--- src/rtl/id_ex_stage_if.sv ---
// -----------------------------------------------------------------------------
// id_ex_stage_if
//
// Signal bundle around the ID/EX pipeline register.
//
// The decode stage presents id_* every cycle. There is no valid/ready
// handshake. id_valid qualifies the id_* payload. The stage takes the payload
// on any rising edge with stall=0 and flush=0. stall and flush are plain
// scalar ports on the stage, not part of this bundle.
//
// The exm_* and mwb_* groups carry the writeback information of the two
// downstream stages. The stage samples them combinationally for forwarding.
//
// Modports:
//   slave  - the stage itself. Receives id_*, exm_* and mwb_*. Drives alu_*,
//            ex_* and fwd_*.
//   master - the environment, meaning decode, later stages or a bench. It is
//            the mirror image of slave.
//
// Parameters:
//   DATA_W - operand/result width
//   REG_AW - register specifier width
//   OP_W   - ALU operation code width
// -----------------------------------------------------------------------------
interface id_ex_stage_if #(
    parameter int DATA_W = 32,
    parameter int REG_AW = 5,
    parameter int OP_W   = 6
);
    // decode side
    logic              id_valid;
    logic [DATA_W-1:0] id_rs_data;
    logic [DATA_W-1:0] id_rt_data;
    logic [DATA_W-1:0] id_imm;
    logic              id_use_imm;
    logic [4:0]        id_shamt;
    logic [OP_W-1:0]   id_operation;
    logic [REG_AW-1:0] id_rs;
    logic [REG_AW-1:0] id_rt;
    logic [REG_AW-1:0] id_rd;
    logic              id_reg_write;

    // writeback info from EX/MEM and MEM/WB
    logic              exm_reg_write;
    logic [REG_AW-1:0] exm_rd;
    logic [DATA_W-1:0] exm_result;
    logic              mwb_reg_write;
    logic [REG_AW-1:0] mwb_rd;
    logic [DATA_W-1:0] mwb_result;

    // ALU / execute side
    logic [DATA_W-1:0] alu_src1;
    logic [DATA_W-1:0] alu_src2;
    logic [4:0]        alu_shamt;
    logic [OP_W-1:0]   alu_operation;
    logic              ex_valid;
    logic [REG_AW-1:0] ex_rd;
    logic              ex_reg_write;
    logic              ex_illegal_op;
    logic [1:0]        fwd_a;
    logic [1:0]        fwd_b;

    modport slave (
        input  id_valid, id_rs_data, id_rt_data, id_imm, id_use_imm, id_shamt,
               id_operation, id_rs, id_rt, id_rd, id_reg_write,
               exm_reg_write, exm_rd, exm_result,
               mwb_reg_write, mwb_rd, mwb_result,
        output alu_src1, alu_src2, alu_shamt, alu_operation,
               ex_valid, ex_rd, ex_reg_write, ex_illegal_op, fwd_a, fwd_b
    );

    modport master (
        output id_valid, id_rs_data, id_rt_data, id_imm, id_use_imm, id_shamt,
               id_operation, id_rs, id_rt, id_rd, id_reg_write,
               exm_reg_write, exm_rd, exm_result,
               mwb_reg_write, mwb_rd, mwb_result,
        input  alu_src1, alu_src2, alu_shamt, alu_operation,
               ex_valid, ex_rd, ex_reg_write, ex_illegal_op, fwd_a, fwd_b
    );
endinterface

--- src/rtl/id_ex_stage.sv ---
// -----------------------------------------------------------------------------
// id_ex_stage
//
// ID/EX pipeline register plus operand forwarding in front of the ALU.
//
// Every cycle the stage captures the decoded operands and control. It then
// resolves RAW hazards against the EX/MEM and MEM/WB writeback info, and
// drives the ALU's src1, src2, shamt and operation inputs.
//
// Ports:
//   clk    - rising-edge clock
//   rst_n  - asynchronous active-low reset. Clears every stage register.
//   stall  - hold every stage register. Forwarding stays live.
//   flush  - load a bubble on the next edge. Wins over stall.
//   bus    - id_ex_stage_if.slave. Carries the decode inputs, the writeback
//            inputs and the ALU/execute outputs, including the fwd_a/fwd_b
//            debug selects (0 regfile, 1 EX/MEM, 2 MEM/WB).
//
// Configuration:
//   ID_EX_FORWARDING_EN
//     Defined: forwarding is enabled.
//     Undefined (default): operands come only from the registered
//     register-file data or the immediate, and fwd_a/fwd_b read 0. Upstream
//     logic must then stall on hazards.
//
// Legal ALU ops: 0 nop, 27 add, 28 sub, 29 and, 30 or, 31 srl, 32 sll.
// -----------------------------------------------------------------------------
module id_ex_stage #(
    parameter int DATA_W = 32,
    parameter int REG_AW = 5,
    parameter int OP_W   = 6
) (
    input  logic           clk,
    input  logic           rst_n,
    input  logic           stall,
    input  logic           flush,
    id_ex_stage_if.slave   bus
);

    localparam logic [OP_W-1:0] OP_NOP   = '0;
    localparam logic [OP_W-1:0] OP_FIRST = OP_W'(27);  // add
    localparam logic [OP_W-1:0] OP_LAST  = OP_W'(32);  // sll

    localparam logic [1:0] SEL_RF  = 2'd0;
    localparam logic [1:0] SEL_EXM = 2'd1;
    localparam logic [1:0] SEL_MWB = 2'd2;

    // All ID/EX state lives in one struct. A bubble is simply all-zero.
    typedef struct packed {
        logic              valid;
        logic [DATA_W-1:0] rs_data;
        logic [DATA_W-1:0] rt_data;
        logic [DATA_W-1:0] imm;
        logic              use_imm;
        logic [4:0]        shamt;
        logic [OP_W-1:0]   op;
        logic [REG_AW-1:0] rs;
        logic [REG_AW-1:0] rt;
        logic [REG_AW-1:0] rd;
        logic              reg_write;
        logic              illegal;
    } stage_t;

    stage_t stage_q;
    stage_t stage_d;
    logic   op_legal;

    // -------------------------------------------------------------------------
    // Opcode legality
    // -------------------------------------------------------------------------
    always_comb begin
        op_legal = (bus.id_operation == OP_NOP) ||
                   ((bus.id_operation >= OP_FIRST) && (bus.id_operation <= OP_LAST));
    end

    // -------------------------------------------------------------------------
    // Next-state selection.
    // Priority: flush, then stall, then capture. An id_valid=0 capture loads
    // the same all-zero bubble as a flush.
    // -------------------------------------------------------------------------
    always_comb begin
        stage_d = stage_q;
        if (flush) begin
            stage_d = '0;
        end else if (!stall) begin
            if (!bus.id_valid) begin
                stage_d = '0;
            end else begin
                stage_d.valid   = 1'b1;
                stage_d.rs_data = bus.id_rs_data;
                stage_d.rt_data = bus.id_rt_data;
                stage_d.imm     = bus.id_imm;
                stage_d.use_imm = bus.id_use_imm;
                stage_d.shamt   = bus.id_shamt;
                stage_d.rs      = bus.id_rs;
                stage_d.rt      = bus.id_rt;
                stage_d.rd      = bus.id_rd;
                // An illegal op stays a valid instruction so the trap can be
                // seen downstream. It is neutered here: it becomes a nop and
                // has no writeback.
                stage_d.op        = op_legal ? bus.id_operation : OP_NOP;
                stage_d.reg_write = op_legal ? bus.id_reg_write : 1'b0;
                stage_d.illegal   = !op_legal;
            end
        end
    end

    always_ff @(posedge clk or negedge rst_n) begin
        if (!rst_n) begin
            stage_q <= '0;
        end else begin
            stage_q <= stage_d;
        end
    end

    // -------------------------------------------------------------------------
    // Operand forwarding.
    // The selects are computed from the registered rs/rt and the live
    // writeback inputs, so they track exm_*/mwb_* even while stalled.
    // EX/MEM is the younger result and wins over MEM/WB. r0 is hardwired to
    // zero and is never forwarded.
    // -------------------------------------------------------------------------
    logic [1:0]        sel_a;
    logic [1:0]        sel_b;
    logic [DATA_W-1:0] opnd_a;
    logic [DATA_W-1:0] opnd_b;

`ifdef ID_EX_FORWARDING_EN
    logic exm_hit_a;
    logic exm_hit_b;
    logic mwb_hit_a;
    logic mwb_hit_b;

    always_comb begin
        exm_hit_a = bus.exm_reg_write && (bus.exm_rd != '0) && (bus.exm_rd == stage_q.rs);
        exm_hit_b = bus.exm_reg_write && (bus.exm_rd != '0) && (bus.exm_rd == stage_q.rt);
        mwb_hit_a = bus.mwb_reg_write && (bus.mwb_rd != '0) && (bus.mwb_rd == stage_q.rs);
        mwb_hit_b = bus.mwb_reg_write && (bus.mwb_rd != '0) && (bus.mwb_rd == stage_q.rt);
    end

    always_comb begin
        sel_a  = SEL_RF;
        opnd_a = stage_q.rs_data;
        if (exm_hit_a) begin
            sel_a  = SEL_EXM;
            opnd_a = bus.exm_result;
        end else if (mwb_hit_a) begin
            sel_a  = SEL_MWB;
            opnd_a = bus.mwb_result;
        end
    end

    always_comb begin
        sel_b  = SEL_RF;
        opnd_b = stage_q.rt_data;
        if (exm_hit_b) begin
            sel_b  = SEL_EXM;
            opnd_b = bus.exm_result;
        end else if (mwb_hit_b) begin
            sel_b  = SEL_MWB;
            opnd_b = bus.mwb_result;
        end
    end
`else
    // No bypass network. The writeback inputs and the registered specifiers
    // are deliberately left without a consumer.
    logic unused_fwd_inputs;

    always_comb begin
        sel_a  = SEL_RF;
        sel_b  = SEL_RF;
        opnd_a = stage_q.rs_data;
        opnd_b = stage_q.rt_data;
    end

    assign unused_fwd_inputs = ^{bus.exm_reg_write, bus.exm_rd, bus.exm_result,
                                 bus.mwb_reg_write, bus.mwb_rd, bus.mwb_result,
                                 stage_q.rs, stage_q.rt, SEL_EXM, SEL_MWB};
`endif

    // -------------------------------------------------------------------------
    // Outputs
    // -------------------------------------------------------------------------
    // fwd_b keeps reporting the B-path select even when the immediate
    // overrides src2. This keeps the hazard visible for debug.
    assign bus.alu_src1      = opnd_a;
    assign bus.alu_src2      = stage_q.use_imm ? stage_q.imm : opnd_b;
    assign bus.alu_shamt     = stage_q.shamt;
    assign bus.alu_operation = stage_q.op;
    assign bus.ex_valid      = stage_q.valid;
    assign bus.ex_rd         = stage_q.rd;
    assign bus.ex_reg_write  = stage_q.reg_write && stage_q.valid && (stage_q.rd != '0);
    assign bus.ex_illegal_op = stage_q.illegal;
    assign bus.fwd_a         = sel_a;
    assign bus.fwd_b         = sel_b;

endmodule

--- src/flat_wrapper.sv ---
// flat-port wrapper written by rule: the top's interface ports become plain ports
module id_ex_stage_flat 
#(
    parameter int DATA_W = 32,
    parameter int REG_AW = 5,
    parameter int OP_W   = 6
)
  (clk, rst_n, stall, flush, bus_id_valid, bus_id_rs_data, bus_id_rt_data, bus_id_imm, bus_id_use_imm, bus_id_shamt, bus_id_operation, bus_id_rs, bus_id_rt, bus_id_rd, bus_id_reg_write, bus_exm_reg_write, bus_exm_rd, bus_exm_result, bus_mwb_reg_write, bus_mwb_rd, bus_mwb_result, bus_alu_src1, bus_alu_src2, bus_alu_shamt, bus_alu_operation, bus_ex_valid, bus_ex_rd, bus_ex_reg_write, bus_ex_illegal_op, bus_fwd_a, bus_fwd_b);
  id_ex_stage_if #(.DATA_W(DATA_W), .REG_AW(REG_AW), .OP_W(OP_W)) bus_i ();
  input  logic clk;
  input  logic rst_n;
  input  logic stall;
  input  logic flush;
  input wire logic [$bits(bus_i.id_valid)-1:0] bus_id_valid;
  input wire logic [$bits(bus_i.id_rs_data)-1:0] bus_id_rs_data;
  input wire logic [$bits(bus_i.id_rt_data)-1:0] bus_id_rt_data;
  input wire logic [$bits(bus_i.id_imm)-1:0] bus_id_imm;
  input wire logic [$bits(bus_i.id_use_imm)-1:0] bus_id_use_imm;
  input wire logic [$bits(bus_i.id_shamt)-1:0] bus_id_shamt;
  input wire logic [$bits(bus_i.id_operation)-1:0] bus_id_operation;
  input wire logic [$bits(bus_i.id_rs)-1:0] bus_id_rs;
  input wire logic [$bits(bus_i.id_rt)-1:0] bus_id_rt;
  input wire logic [$bits(bus_i.id_rd)-1:0] bus_id_rd;
  input wire logic [$bits(bus_i.id_reg_write)-1:0] bus_id_reg_write;
  input wire logic [$bits(bus_i.exm_reg_write)-1:0] bus_exm_reg_write;
  input wire logic [$bits(bus_i.exm_rd)-1:0] bus_exm_rd;
  input wire logic [$bits(bus_i.exm_result)-1:0] bus_exm_result;
  input wire logic [$bits(bus_i.mwb_reg_write)-1:0] bus_mwb_reg_write;
  input wire logic [$bits(bus_i.mwb_rd)-1:0] bus_mwb_rd;
  input wire logic [$bits(bus_i.mwb_result)-1:0] bus_mwb_result;
  output wire logic [$bits(bus_i.alu_src1)-1:0] bus_alu_src1;
  output wire logic [$bits(bus_i.alu_src2)-1:0] bus_alu_src2;
  output wire logic [$bits(bus_i.alu_shamt)-1:0] bus_alu_shamt;
  output wire logic [$bits(bus_i.alu_operation)-1:0] bus_alu_operation;
  output wire logic [$bits(bus_i.ex_valid)-1:0] bus_ex_valid;
  output wire logic [$bits(bus_i.ex_rd)-1:0] bus_ex_rd;
  output wire logic [$bits(bus_i.ex_reg_write)-1:0] bus_ex_reg_write;
  output wire logic [$bits(bus_i.ex_illegal_op)-1:0] bus_ex_illegal_op;
  output wire logic [$bits(bus_i.fwd_a)-1:0] bus_fwd_a;
  output wire logic [$bits(bus_i.fwd_b)-1:0] bus_fwd_b;
  assign bus_i.id_valid = bus_id_valid;
  assign bus_i.id_rs_data = bus_id_rs_data;
  assign bus_i.id_rt_data = bus_id_rt_data;
  assign bus_i.id_imm = bus_id_imm;
  assign bus_i.id_use_imm = bus_id_use_imm;
  assign bus_i.id_shamt = bus_id_shamt;
  assign bus_i.id_operation = bus_id_operation;
  assign bus_i.id_rs = bus_id_rs;
  assign bus_i.id_rt = bus_id_rt;
  assign bus_i.id_rd = bus_id_rd;
  assign bus_i.id_reg_write = bus_id_reg_write;
  assign bus_i.exm_reg_write = bus_exm_reg_write;
  assign bus_i.exm_rd = bus_exm_rd;
  assign bus_i.exm_result = bus_exm_result;
  assign bus_i.mwb_reg_write = bus_mwb_reg_write;
  assign bus_i.mwb_rd = bus_mwb_rd;
  assign bus_i.mwb_result = bus_mwb_result;
  assign bus_alu_src1 = bus_i.alu_src1;
  assign bus_alu_src2 = bus_i.alu_src2;
  assign bus_alu_shamt = bus_i.alu_shamt;
  assign bus_alu_operation = bus_i.alu_operation;
  assign bus_ex_valid = bus_i.ex_valid;
  assign bus_ex_rd = bus_i.ex_rd;
  assign bus_ex_reg_write = bus_i.ex_reg_write;
  assign bus_ex_illegal_op = bus_i.ex_illegal_op;
  assign bus_fwd_a = bus_i.fwd_a;
  assign bus_fwd_b = bus_i.fwd_b;
  id_ex_stage #(.DATA_W(DATA_W), .REG_AW(REG_AW), .OP_W(OP_W)) u_core (.clk(clk), .rst_n(rst_n), .stall(stall), .flush(flush), .bus(bus_i));
endmodule
--- config.mk ---
export PLATFORM = sky130hd
export DESIGN_NAME = id_ex_stage_flat
export DESIGN_NICKNAME = d
export VERILOG_FILES = /design/src/rtl/id_ex_stage_if.sv /design/src/rtl/id_ex_stage.sv /design/src/flat_wrapper.sv
export SDC_FILE = /design/constraint.sdc
export NUM_CORES = 1
export LEC_CHECK = 0
export ABC_AREA = 1
export ABC_CLOCK_PERIOD_IN_PS = 1350
export CAP_MARGIN = 25
export CORE_MARGIN = 3
export CORE_UTILIZATION = 39
export CTS_CLUSTER_SIZE = 8
export DETAILED_ROUTE_END_ITERATION = 8
export PLACE_DENSITY = 0.83
export SLEW_MARGIN = 20
export SYNTH_ARGS = -nofsm -noshare
export SYNTH_HDL_FRONTEND = slang
export SYNTH_SLANG_ARGS = --single-unit
--- constraint.sdc ---
create_clock -name clk -period 1.35 [get_ports clk]
set_input_delay 0.27 -clock clk [delete_from_list [all_inputs] [get_ports clk]]
set_output_delay 0.27 -clock clk [all_outputs]
set_load 0.02 [all_outputs]
# After elaboration in Yosys (flattened, before gate mapping)

Cells that the tools add are included.
W data, S select, Z words.

Word-level logic and storage cells: 26
Register bits after elaboration: 116

Magnitude comparators: 2
Equality and inequality tests: 1
Multiplexer cells: 6
Reduce and logical (&&, ||, !) cells: 7

Operators by type and width:

| cell                 | count |
|---|---|
| $mux W126            | 3 |
| $mux W32             | 1 |
| $ge A6 B5 Y1 const B | 1 |
| $le A6 B6 Y1 const B | 1 |
| $logic_not A6 Y1     | 1 |
| $mux W6              | 1 |
| $reduce_bool A5 Y1   | 1 |
| $logic_and A1 B1 Y1  | 3 |
| $ne A2 B1 Y1 const B | 1 |
| $logic_not A1 Y1     | 1 |
| $logic_or A1 B1 Y1   | 1 |
| $mux W1              | 1 |

# Logic depth before layout (Yosys ltp)

Depth after elaboration: 7
Mapped depth: 7
Mapped depth without buffers: 6

# Worst setup path after synthesis

No wires, ideal clock.

Path kind: register -> output
Start point: register u_core.stage_q[28] (netlist bit)
End point: output bus_alu_src2[24]
Data arrival time: 1.183 ns
Path slack: -0.103 ns
Required time: 1.080 ns
Cell stages (with the launch flop): 4
Cells stage by stage: dfrtp_1 buf_2 clkbuf_1 o21ai_0

Cells in the longest elaborated chain, start to end: 1

RTL lines:

| what                     | RTL line           | RTL |
|---|---|---|
| start: declaration       | id_ex_stage.sv:64  | `stage_t stage_q;` |
| start signal: assignment | id_ex_stage.sv:112 | `stage_q <= stage_d;` |
| $mux W32                 | id_ex_stage.sv:187 | `assign bus.alu_src2 = stage_q.use_imm ? stage_q.imm : opnd_b;` |
| end: declaration         | flat_wrapper.sv:32 | `output wire logic [$bits(bus_i.alu_src2)-1:0] bus_alu_src2;` |

No other way between the ends.

# Final worst setup path

Start point: register u_core.stage_q[28] (netlist bit)
End point: output bus_alu_src2[1]

Same word-level chain as after synthesis.

==> qor.log <==
INFO  critical_path  critical_path_arrival=1.39ns
INFO  clock_network  worstSkewPairLatency=0.40ns
INFO  place          placed_cells=966
INFO  synthesis      yosys.cell_count.top_type=sky130_fd_sc_hd__nand2_1
INFO  detailed_routing detail_route.drc_violations=0
INFO  timing         fin_worst_skew=0ns
INFO  global_routing grt.met2_usage=0.337
INFO  power_and_ir_drop cellLeakagePower=3.99nW
INFO  place          placed_area=7280µm²
INFO  floorplan      fp-row-count=41
INFO  synthesis      netlist_instances=637
INFO  power_and_ir_drop post-layout-total-power=0.00961W
INFO  critical_path  max_stage_delay=0.46ns
INFO  global_routing grt_most_used_layer=met2
INFO  detailed_routing route.final.wire_length=14,300µm
INFO  floorplan      floorplan.initialDensity=0.406
INFO  floorplan      dieArea=14,800µm²
INFO  final_layout   final_net_count=1,020
INFO  final_layout   post_route_cells_drive_above_1_share=0.202
INFO  run_status     run_status=finished with violations
INFO  timing         number_of_endpoints_with_negative_hold_slack_in_the_final_report=0
INFO  timing         setup_violation_total_in_the_final_timing_report=34
INFO  synthesis      synth_common_cells=sky130_fd_sc_hd__nand2_1, sky130_fd_sc_hd__dfrtp_1, sky130_fd_sc_hd__buf_4, sky130_fd_sc_hd__o21ai_0, sky130_fd_sc_hd__inv_1
INFO  clock_network  cts_max_path_buffers=2
INFO  floorplan      floorplan.die.width=122µm
INFO  timing         post-route-worst-setup-slack=-0.312ns
INFO  synthesis      synth_seq_area_share=0.556
INFO  place          hpwl=10,400µm
INFO  run_status     failing_checks=setup timing
INFO  critical_path  worst-path-max-fanout=28
INFO  clock_network  number_of_buffers_inserted_during_clock_tree_synthesis=17
INFO  final_layout   final_non_filler_cells=1,000
INFO  critical_path  timing.setup.critical_path_class=reg -> out
INFO  timing         finalCritPeriodShare=1.23
INFO  final_layout   area_growth=50.0%
INFO  critical_path  setup.reg_to_reg.worst_slack=0.48ns
INFO  global_routing initial_antenna_violation_count=0
INFO  critical_path  ff2ff_path_depth=4
INFO  critical_path  regToRegEndpoint=u_core.bus.ex_rd[1]
INFO  critical_path  worst_ep_required_time=1.08ns
INFO  timing         fmaxAchievable=0.602GHz
INFO  critical_path  path_cells=buf_12 -> o21ai_0 -> buf_2
INFO  timing         final_max_slew_viol_count=0
INFO  synthesis      synth_top_flop_cell=sky130_fd_sc_hd__dfrtp_1
INFO  global_routing vias_in_the_first_global_route=4,714
INFO  detailed_routing drt-pass1-iter-count=4
INFO  worst_hold_path hp-class=in -> async
INFO  clock_network  htreeDepth=4
INFO  final_layout   finalCoreUtilization=0.609
INFO  global_routing grt_overflow=0
INFO  clock_network  path_clk_slew=0.05ns
INFO  final_layout   diodes_inserted=0
INFO  critical_path  worstSetupStartpointType=register
INFO  floorplan      ioPinCount=292
INFO  critical_path  critical-path-slowest-cell=sky130_fd_sc_hd__dfrtp_2
INFO  synthesis      synth-edff-count=0
INFO  synthesis      syn-mean-instance-area=8.20µm²
INFO  synthesis      synth_async_sr_flop_share=1.00
INFO  detailed_routing drt.antenna.violating_nets=0
INFO  synthesis      synth_warnings=0
INFO  synthesis      netlist-cell-type-count=19
INFO  global_routing global_route.usage.total=0.196
INFO  timing         final.min_clock_period=1.66ns
INFO  critical_path  startpoint=u_core.stage_q[28]
INFO  detailed_routing via_density_per_instance=4.56
INFO  job            timing.max_cap.violations=0
INFO  critical_path  crit_end_category=primary output
INFO  synthesis      seq_cells_post_synth=116
INFO  place          io_buffer_count=201
INFO  floorplan      fp.dieH=122µm
INFO  synthesis      synth_area_leader_cell=sky130_fd_sc_hd__dfrtp_1
INFO  global_routing gr-usage-met1=0.231
INFO  floorplan      floorplan.core_area=12,900µm²
INFO  detailed_routing route.vias.total=4,556
INFO  timing         rsz0062_at_grt=true
INFO  place          gp_congestion=0.824
INFO  power_and_ir_drop power_density=1230nW/µm²
INFO  final_layout   fin_area=7840µm²
INFO  synthesis      synth_top_area_frac=0.556
INFO  global_routing wire_length_of_the_first_global_routing_pass=22,900µm
INFO  place          worst_slack_placed=-0.380ns
INFO  detailed_routing avgRoutedWirePerCell=14.3µm
INFO  detailed_routing detailedRoute.firstIterationViolations=217
INFO  clock_network  cts_tree=built
INFO  power_and_ir_drop worst_ir_drop_vdd=690µV
INFO  global_routing pin_count_of_the_biggest_net_entering_global_routing=45
INFO  global_routing global_route.usage.met3=0.0520
INFO  critical_path  rr_startpoint=u_core.bus.ex_rd[1]
INFO  synthesis      synth_top_cells_by_area=sky130_fd_sc_hd__dfrtp_1, sky130_fd_sc_hd__nand2_1, sky130_fd_sc_hd__buf_4
INFO  synthesis      syn-cell-area=5220µm²
INFO  clock_network  root_buffer=sky130_fd_sc_hd__clkbuf_16
INFO  clock_network  cts_num_sinks=116
-- power by group --
part / switching, W / internal [W] / total, W
Sequential: 0.0000663 / 0.00361 / 0.00367
Combinational: 0.000538 / 0.000577 / 0.00112
Clock: 0.00150 / 0.00332 / 0.00482
Total: 0.00211 / 0.00750 / 0.00961
-- stage by stage --
step                hold slack (ns)  setup TNS, ns
detailed placement            0.180         -30.90
global route                  0.309         -11.32
CTS                           0.303          -9.74
floorplan                   -0.0256          -1.44
global placement              0.174         -28.57
finish                        0.304          -8.72
-- critical path: cells and delay by family (launching register included) --
family	cells	cell delay, ns
AO/OA/AOI/OAI	1	0.15
buffers and inverters	2	0.37
flip-flops	1	0.46
-- metal layers --
layer	routed length, µm	vias up
met5	0	-
met4	384	0
met3	765	31
met2	7450	123
met1	5690	2160
li1	-	2242
-- worst max-delay path by stage --
stage / to / slack (ns) / cells after the start
finish: bus_alu_src2[1] / -0.31 / 3
global route: bus_alu_src2[0] / -0.38 / 4
CTS: bus_alu_src2[1] / -0.33 / 3
detailed placement: bus_alu_src2[13] / -0.38 / 3
global placement: bus_alu_src2[30] / -0.36 / 3
floorplan: bus_alu_src2[24] / -0.10 / 3
-- kinds of logic after synthesis --
logic type             share of synthesized area
AOI/OAI and AO/OA                         0.0652
buffers and inverters                      0.139
DFF                                        0.556
other                                   0.000718
and+or+nand+nor                            0.240
-- area by class of cell --
type                       count  area (µm²)
sequential                   116        2900
fill                        1111        5040
tap                          172         215
clock buffer                  23         498
timing repair buffer         237        2260
multi-input combinational    400        1650
inverter                      43         164
clock inverter                 9         148
-- repair_timing --
action                                 in CTS  in global routing
setup buffers                               0                  3
endpoints found under the hold margin      15                  0
setup endpoints to repair                  83                 63
gates resized for setup                   386                 49
pin swaps                                   2                  3
hold buffers                                1                  0
-- registers in the layout, summed over array words and instances, names as in the netlist --
signal and cells:
u_core.bus.alu_operation 6, u_core.bus.alu_shamt 5, u_core.bus.alu_src1 32, u_core.bus.ex_illegal_op 1, u_core.bus.ex_rd 5, u_core.bus.ex_valid 1
u_core.opnd_b 32, u_core.stage_q 34
-- cells in the final DEF, fill, tap and decap left out, drive strengths merged --
master,n
o21ai,68
conb,4
nand3b,1
nand4,1
nand2,313
dlygate4sd3,1
clkinv,4
clkinvlp,1
buf,98
clkbuf,27
bufinv,4
inv,43
clkdlybuf4s15,17
clkdlybuf4s50,117
nor2,10
nand3,3
dfrtp,116
(Power assumes the default switching activity.)
